**src/rtl/gain_code_driver.sv**
```systemverilog
// Walks the DC-compensation and PGA gain codes toward target positions, one position per step, with a settle hold after each step.
// Optional macro DC_THERMO_CODE_EN switches DC_Comp from one-hot to a thermometer code with bits [6:dc_pos] set.
module gain_code_driver #(
  parameter int unsigned SETTLE_CYCLES = 4,
  parameter int unsigned DC_RST_POS    = 0,
  parameter int unsigned PGA_RST_POS   = 0
) (
  input  logic       clk,
  input  logic       rst_n,
  input  logic       load_valid,
  output logic       load_ready,
  input  logic [2:0] dc_tgt,
  input  logic [1:0] pga_tgt,
  output logic [6:0] DC_Comp,
  output logic [3:0] PGA_Gain,
  output logic [2:0] dc_pos,
  output logic [2:0] pga_pos,
  output logic       busy,
  output logic       done,
  output logic       tgt_err
);

  typedef enum logic [2:0] {
    IDLE,
    STEP_DC,
    SETTLE_DC,
    STEP_PGA,
    SETTLE_PGA,
    DONE
  } state_e;

  localparam logic [7:0] SETTLE_LOAD = 8'(SETTLE_CYCLES - 1);
  localparam logic [2:0] DC_RST      = 3'(DC_RST_POS);
  localparam logic [1:0] PGA_RST     = 2'(PGA_RST_POS);
  localparam logic [2:0] DC_MAX      = 3'd6;

  function automatic logic [6:0] dc_code(input logic [2:0] pos);
`ifdef DC_THERMO_CODE_EN
    return 7'h7f << pos;
`else
    return 7'h01 << pos;
`endif
  endfunction

  function automatic logic [3:0] pga_code(input logic [1:0] pos);
    return 4'h1 << pos;
  endfunction

  state_e     state_q, state_d;
  logic [2:0] dc_pos_q, dc_pos_d;
  logic [1:0] pga_pos_q, pga_pos_d;
  logic [2:0] dc_tgt_q, dc_tgt_d;
  logic [1:0] pga_tgt_q, pga_tgt_d;
  logic [7:0] cnt_q, cnt_d;
  logic       tgt_err_q, tgt_err_d;
  logic [6:0] dc_code_q;
  logic [3:0] pga_code_q;
  logic       ready_q, busy_q, done_q;
  logic       accept;

  assign accept = load_valid && (state_q == IDLE);

  // NOTE: every variable gets a default before the case so no path leaves it unassigned, which would infer a latch.
  always_comb begin
    state_d   = state_q;
    dc_pos_d  = dc_pos_q;
    pga_pos_d = pga_pos_q;
    dc_tgt_d  = dc_tgt_q;
    pga_tgt_d = pga_tgt_q;
    cnt_d     = cnt_q;
    tgt_err_d = 1'b0;

    unique case (state_q)
      IDLE: begin
        if (accept) begin
          state_d   = STEP_DC;
          dc_tgt_d  = (dc_tgt > DC_MAX) ? DC_MAX : dc_tgt;
          pga_tgt_d = pga_tgt;
          tgt_err_d = (dc_tgt > DC_MAX);
        end
      end
      STEP_DC: begin
        if (dc_pos_q != dc_tgt_q) begin
          dc_pos_d = (dc_pos_q < dc_tgt_q) ? dc_pos_q + 3'd1 : dc_pos_q - 3'd1;
          cnt_d    = SETTLE_LOAD;
          state_d  = SETTLE_DC;
        end else begin
          state_d = STEP_PGA;
        end
      end
      SETTLE_DC: begin
        if (cnt_q == 8'd0) state_d = STEP_DC;
        else               cnt_d   = cnt_q - 8'd1;
      end
      STEP_PGA: begin
        if (pga_pos_q != pga_tgt_q) begin
          pga_pos_d = (pga_pos_q < pga_tgt_q) ? pga_pos_q + 2'd1 : pga_pos_q - 2'd1;
          cnt_d     = SETTLE_LOAD;
          state_d   = SETTLE_PGA;
        end else begin
          state_d = DONE;
        end
      end
      SETTLE_PGA: begin
        if (cnt_q == 8'd0) state_d = STEP_PGA;
        else               cnt_d   = cnt_q - 8'd1;
      end
      DONE:    state_d = IDLE;
      default: state_d = IDLE;
    endcase
  end

  // NOTE: state registers use non-blocking assignments so every flop samples pre-edge values regardless of statement order.
  always_ff @(posedge clk or negedge rst_n) begin
    if (!rst_n) begin
      state_q    <= IDLE;
      dc_pos_q   <= DC_RST;
      pga_pos_q  <= PGA_RST;
      dc_tgt_q   <= DC_RST;
      pga_tgt_q  <= PGA_RST;
      cnt_q      <= 8'd0;
      tgt_err_q  <= 1'b0;
      dc_code_q  <= dc_code(DC_RST);
      pga_code_q <= pga_code(PGA_RST);
      ready_q    <= 1'b1;
      busy_q     <= 1'b0;
      done_q     <= 1'b0;
    end else begin
      state_q    <= state_d;
      dc_pos_q   <= dc_pos_d;
      pga_pos_q  <= pga_pos_d;
      dc_tgt_q   <= dc_tgt_d;
      pga_tgt_q  <= pga_tgt_d;
      cnt_q      <= cnt_d;
      tgt_err_q  <= tgt_err_d;
      // Codes are flopped from next-state positions so the pins change only on clock edges.
      dc_code_q  <= dc_code(dc_pos_d);
      pga_code_q <= pga_code(pga_pos_d);
      ready_q    <= (state_d == IDLE);
      busy_q     <= (state_d != IDLE) && (state_d != DONE);
      done_q     <= (state_d == DONE);
    end
  end

  assign load_ready = ready_q;
  assign busy       = busy_q;
  assign done       = done_q;
  assign tgt_err    = tgt_err_q;
  assign DC_Comp    = dc_code_q;
  assign PGA_Gain   = pga_code_q;
  assign dc_pos     = dc_pos_q;
  assign pga_pos    = {1'b0, pga_pos_q};

endmodule

```
**config.mk**
```make
export PLATFORM = sky130hd
export DESIGN_NAME = gain_code_driver
export DESIGN_NICKNAME = d
export VERILOG_FILES = /design/src/rtl/gain_code_driver.sv
export SDC_FILE = /design/constraint.sdc
export NUM_CORES = 1
export LEC_CHECK = 0
export ABC_AREA = 1
export BUFFER_PORTS_ARGS = -buffer_cell sky130_fd_sc_hd__buf_2
export CAP_MARGIN = 15
export CORE_AREA = 2 2 61 86
export CTS_CLUSTER_DIAMETER = 50
export DETAILED_ROUTE_END_ITERATION = 10
export DIE_AREA = 0 0 63 88
export PLACE_DENSITY_LB_ADDON = 0.15
export SLEW_MARGIN = 20
export SYNTH_ARGS = -nofsm -noshare
export SYNTH_HDL_FRONTEND = slang
export SYNTH_SLANG_ARGS = --single-unit
```
**constraint.sdc**
```tcl
create_clock -name clk -period 2.15 [get_ports clk]
set_clock_uncertainty 0.15 [all_clocks]
set_input_delay 0.43 -clock clk [delete_from_list [all_inputs] [get_ports clk]]
set_output_delay 0.43 -clock clk [all_outputs]
set_load 0.01 [all_outputs]
```
After elaboration in Yosys (flattened, before gate mapping)
Index checks and enable logic that the tools add are counted.

storage, ports and cells
  register bits after elaboration = 36
  input port bits = 8
  output and inout bits = 21
  word-level logic and storage cells = 62

cells by class
  add/sub/neg operators = 5
  $lt $le $gt $ge = 3
  eq/ne operators = 11
  shifts and indexed selects = 2
  mux-type cells = 19
  reduce and logical (&&, ||, !) cells = 10

operators by type and width
  kind                                                  count
  2-to-1 mux 8 bit                                      3
  one-hot mux 8 bit (3 select lines)                    1
  2-to-1 mux 3 bit                                      7
  one-hot mux 3 bit (5 select lines)                    1
  logical NOT 8 bit                                     1
  subtractor 8 x 1 -> 8 bit, second input constant      1
  << shifter 1 x 3 -> 7 bit, first input constant       1
  equality test 3 x 2 -> 1 bit, second input constant   2
  equality test 3 bit, second input constant            2
  logical NOT 3 bit                                     2
  2-to-1 mux 2 bit                                      3
  inequality test 2 bit, second input constant          3
  nonzero test 3 bit                                    2
  2-to-1 mux 1 bit                                      4
  AND reduction 4 bit                                   1
  << shifter 1 x 2 -> 4 bit, first input constant       1
  adder 3 x 1 -> 3 bit, second input constant           1
  equality test 3 x 1 -> 1 bit, second input constant   1
  greater-than comparator 3 bit, second input constant  1
  < comparator 3 bit                                    1
  inequality test 3 bit                                 1
  inequality test 3 bit, second input constant          1
  subtractor 3 x 1 -> 3 bit, second input constant      1
  adder 2 x 1 -> 2 bit, second input constant           1
  other kinds (6)                                       7

Longest topological paths before layout
  depth after elaboration = 6
  gate-level depth with buffers = 13
  mapped depth without buffers = 13

Worst setup path before layout
Ideal clock, no wire load.

  path type = register -> register
  start point = register dc_pos_q[0] (netlist: dc_pos[0])
  end point = register dc_code_q[4] (netlist: DC_Comp[4])
  setup time = 119 ps
  arrival = 1876 ps
  data required time = 1881 ps
  path slack = 5 ps
  stages on the path, launching flop included = 12
  path buffers = 0
  clock period less this slack = 2145 ps
  cells stage by stage = dfrtp_1 -> inv_1 -> ha_1 -> inv_1 -> nand3_1 -> nand3_1 -> inv_1 -> fa_1 -> nand4_1 -> nand4_1 -> nand2_1 -> nor2_1

on the way
  word-level cells in the longest chain between the ends = 5
  elaborated cells on any way between the ends = 8
  classes of those cells = 2 x add/sub; 1 x order compare; 1 x eq/ne; 1 x shift; 3 x mux

ends and longest elaborated chain
  item                                                     line  RTL
  start: declaration                                       50    logic [2:0] dc_pos_q, dc_pos_d;
  start signal: assignment                                 130   dc_pos_q <= dc_pos_d;
  subtractor 3 x 1 -> 3 bit, or another cell as far along  84    dc_pos_d = (dc_pos_q < dc_tgt_q) ? dc_pos_q + 3'd1 : dc_pos_q - 3'd1;
  2-to-1 mux 3 bit                                         84
  2-to-1 mux 3 bit                                         83    if (dc_pos_q != dc_tgt_q) begin
  2-to-1 mux 3 bit *                                       73    unique case (state_q)
  << shifter 1 x 3 -> 7 bit *                              41    return 7'h01 << pos;
  end signal: assignment                                   123   dc_code_q <= dc_code(DC_RST);
  end signal: assignment                                   137   dc_code_q <= dc_code(dc_pos_d);
  end: declaration                                         56    logic [6:0] dc_code_q;

Every way passes the cells marked *; elsewhere a longest branch is shown, timed or not.
A chain may end at the register's enable or synchronous reset.

Worst setup path after layout
  start point = register dc_pos_q[1] (netlist: dc_pos[1])
  end point = register dc_code_q[3] (netlist: DC_Comp[3])

Same word-level chain as after synthesis.

==> metrics.cfg <==
[outcome]
status=completed

[global_routing]
antenna_found_initial=0
grt-ovfl-total=0
grt_max_degree=37
grt_use_total_pct=13.7
grt_pass1_wl_um=5930
first_global_vias=1405

[power]
peakVddDrop_mv=0.659
p_leak_nw=1.21
netSwitchingFraction_pct=44.5
pwr-share-clk_pct=14.8
p_int_mw=2.00
p_per_area_nw_per_um2=1630
p_sw_mw=1.60
power_frac_comb_pct=54.9
p_seq_share_pct=30.4

[routing]
via_per_inst=4.44
antenna_left=0
drt_iter0_markers=6
drt_pre_antenna_iters=4
wire_per_inst_um=10.5
drc=0
routed_wl_um=3370
vias=1426

[floorplan]
io_pins=29
dieArea_um2=5540
initial_utilization_pct=37.8
row_count=30
placeableCoreArea_um2=4770
die_w_um=63
die_h_um=88

[hold_path]
min_path_type=in2async

[timing]
fin_crit_ns=2.03
finalSetupViolCount=0
post-route-period-util_pct=94.6
clock.fmax_mhz=492
whs_ns=0.0204
slew_violations=0
hold_viol_final=0

[clocking]
worstSkewPairLatency_ns=0.29
clockBufferDepth=2
ctsHtreeMaxLevel=2
cts.sinks=36
clk_pin_slew_ns=0.07
cts_made_buffers=5
tritoncts=done
root_buffer=clkbuf_8
cts_hold_buffers=0

[final_layout]
final_cell_mix=nand2_1, dfrtp_1, inv_1, buf_2, nor2_1
antenna_cells=0
final_cells=321
area_growth_pct=22.7
nets=271
mostFrequentLayoutCell=nand2_1
drive_gt1_share_pct=26.5

[logic_synthesis]
synthCells=215
yosysSeqAreaShare_pct=50.2
synth-seq-cells=36
yosys_warnings=0
netlist_area_um2=1800
syn_avg_cell_area_um2=8.39
synth_cell_types=25
synth_fp_nets=230

[critical_path]
path_class=reg2reg
required_ns=2.22
r2r_end=DC_Comp[3]
cp.arrival_ns=2.10
reg2reg_setup_slack_ns=0.12
cp_max_fo=4
reg2reg_depth=9
crit_path_start_kind=register
worstReg2RegStart=dc_pos[1]
end_kind=register

[place]
port_buffers=27
place.gp.congestion=0.752
place_inst=310
hpwl_um=2510

[run]
maxCapViolations=0

[cells in the mapped netlist]
cell type / instances / area share (%)
nand2_1: 65 / 14
dfrtp_1: 33 / 46
inv_1: 28 / 5.8
nor2_1: 26 / 5.4
nand3_1: 12 / 3.3
o21ai_0: 10 / 2.8
ha_1: 6 / 4.2
xor2_1: 6 / 2.9
a21oi_1: 4 / 1.1
nand4_1: 4 / 1.4
dfstp_2: 3 / 4.4
nor2_2: 3 / 1.0
nand2_2: 2 / 0.69
nand3_2: 2 / 1.1
a21oi_2: 1 / 0.49
buf_4: 1 / 0.42
conb_1: 1 / 0.21
fa_1: 1 / 1.1
inv_2: 1 / 0.21
inv_4: 1 / 0.35
nand3_4: 1 / 0.97
nor2_8: 1 / 1.1
o21ai_1: 1 / 0.28
o21ai_2: 1 / 0.49
xor2_2: 1 / 0.90
[per-stage QoR]
stage | power [mW] | TNS (ns) | instance area [um^2] | util [%] | worst slack, ns
2_1_floorplan | 2.46 | 0 | 1800 | - | 0.00477
3_3_place_gp | 2.95 | 0 | 2050 | 43.0 | 0.00793
3_5_place_dp | 2.96 | -0.00687 | 2050 | 43.0 | -0.00687
4_1_cts | 3.52 | 0 | 2160 | 45.2 | 0.000672
5_1_grt | 3.99 | -0.00954 | 2210 | 46.4 | -0.00523
6_report | 3.60 | 0 | 2210 | 46.4 | 0.116
[cell families after synthesis]
family	after synthesis	share of synthesized area [%]
AO/OA/AOI/OAI	17	5.14
XOR/XNOR	7	3.82
adder cells (fa/ha/maj)	7	5.27
buffers and inverters	31	6.80
flip-flops	36	50.2
other	1	0.208
AND/OR/NAND/NOR	116	28.6
[how the worst max path moves through the flow]
stage	startpoint	to	slack [ns]	cells past startpoint
final	dc_pos[1]	DC_Comp[3]	0.12	9
after global routing	dc_pos[1]	DC_Comp[5]	-0.005	10
after CTS	dc_pos[2]	DC_Comp[4]	0.0007	10
after detailed placement	dc_pos[1]	DC_Comp[4]	-0.007	10
after global placement	dc_pos[1]	DC_Comp[4]	0.008	10
after floorplan	dc_pos[0]	DC_Comp[4]	0.005	11
[area by class of cell]
type | count | area, um^2
Inverter | 30 | 115
Sequential cell | 36 | 905
Timing Repair Buffer | 35 | 195
Clock buffer | 8 | 100
Tap cell | 64 | 80.1
Multi-Input combinational cell | 148 | 817
Fill cell | 520 | 2550
[metal layers]
layer / up-vias / GRT usage [%] / routed length [um] / part of all wire (%)
met1: 651 / 14.3 / 1390 / 41
li1: 744 / - / - / -
met4: 0 / 6.06 / 68 / 2.0
met2: 25 / 25.8 / 1790 / 53
met3: 6 / 3.60 / 115 / 3.4
met5: - / 0 / 0 / 0
[flip-flops by register name, summed over array words and instances (netlist names)]
register and count:
DC_Comp 7, PGA_Gain 4, busy 1, cnt_q 8, dc_pos 3, dc_tgt_q 3, done 1, load_ready 1
pga_pos_q 2, pga_tgt_q 2, state_q 3, tgt_err 1
[worst max-delay path, stage by stage, from the launching register on]
cell     delay [ns]
dfrtp_1        0.39
ha_1           0.32
nand3_2        0.10
nand3_2        0.07
inv_1          0.05
fa_2           0.33
nand4_1        0.09
nand4_1        0.14
buf_4          0.19
a21oi_1        0.13
[power by group through the flow]
| stage | clock (mW) | sequential [mW] | combinational [mW] |
|---|---|---|---|
| 6_report | 0.531 | 1.09 | 1.98 |
| 4_1_cts | 0.545 | 1.10 | 1.87 |
| 3_5_place_dp | 0 | 1.12 | 1.85 |
| 3_3_place_gp | 0 | 1.12 | 1.83 |
| 5_1_grt | 0.575 | 1.13 | 2.29 |
| 2_1_floorplan | 0 | 1.18 | 1.28 |
[timing repair]
item | in CTS | in global routing
gates resized for setup | 0 | 10
cloned | 0 | 0
setup endpoints to repair | 2 | 8
pin swaps | 0 | 4
setup buffers | 1 | 2
Note: power is estimated with default switching activity, not from simulation.
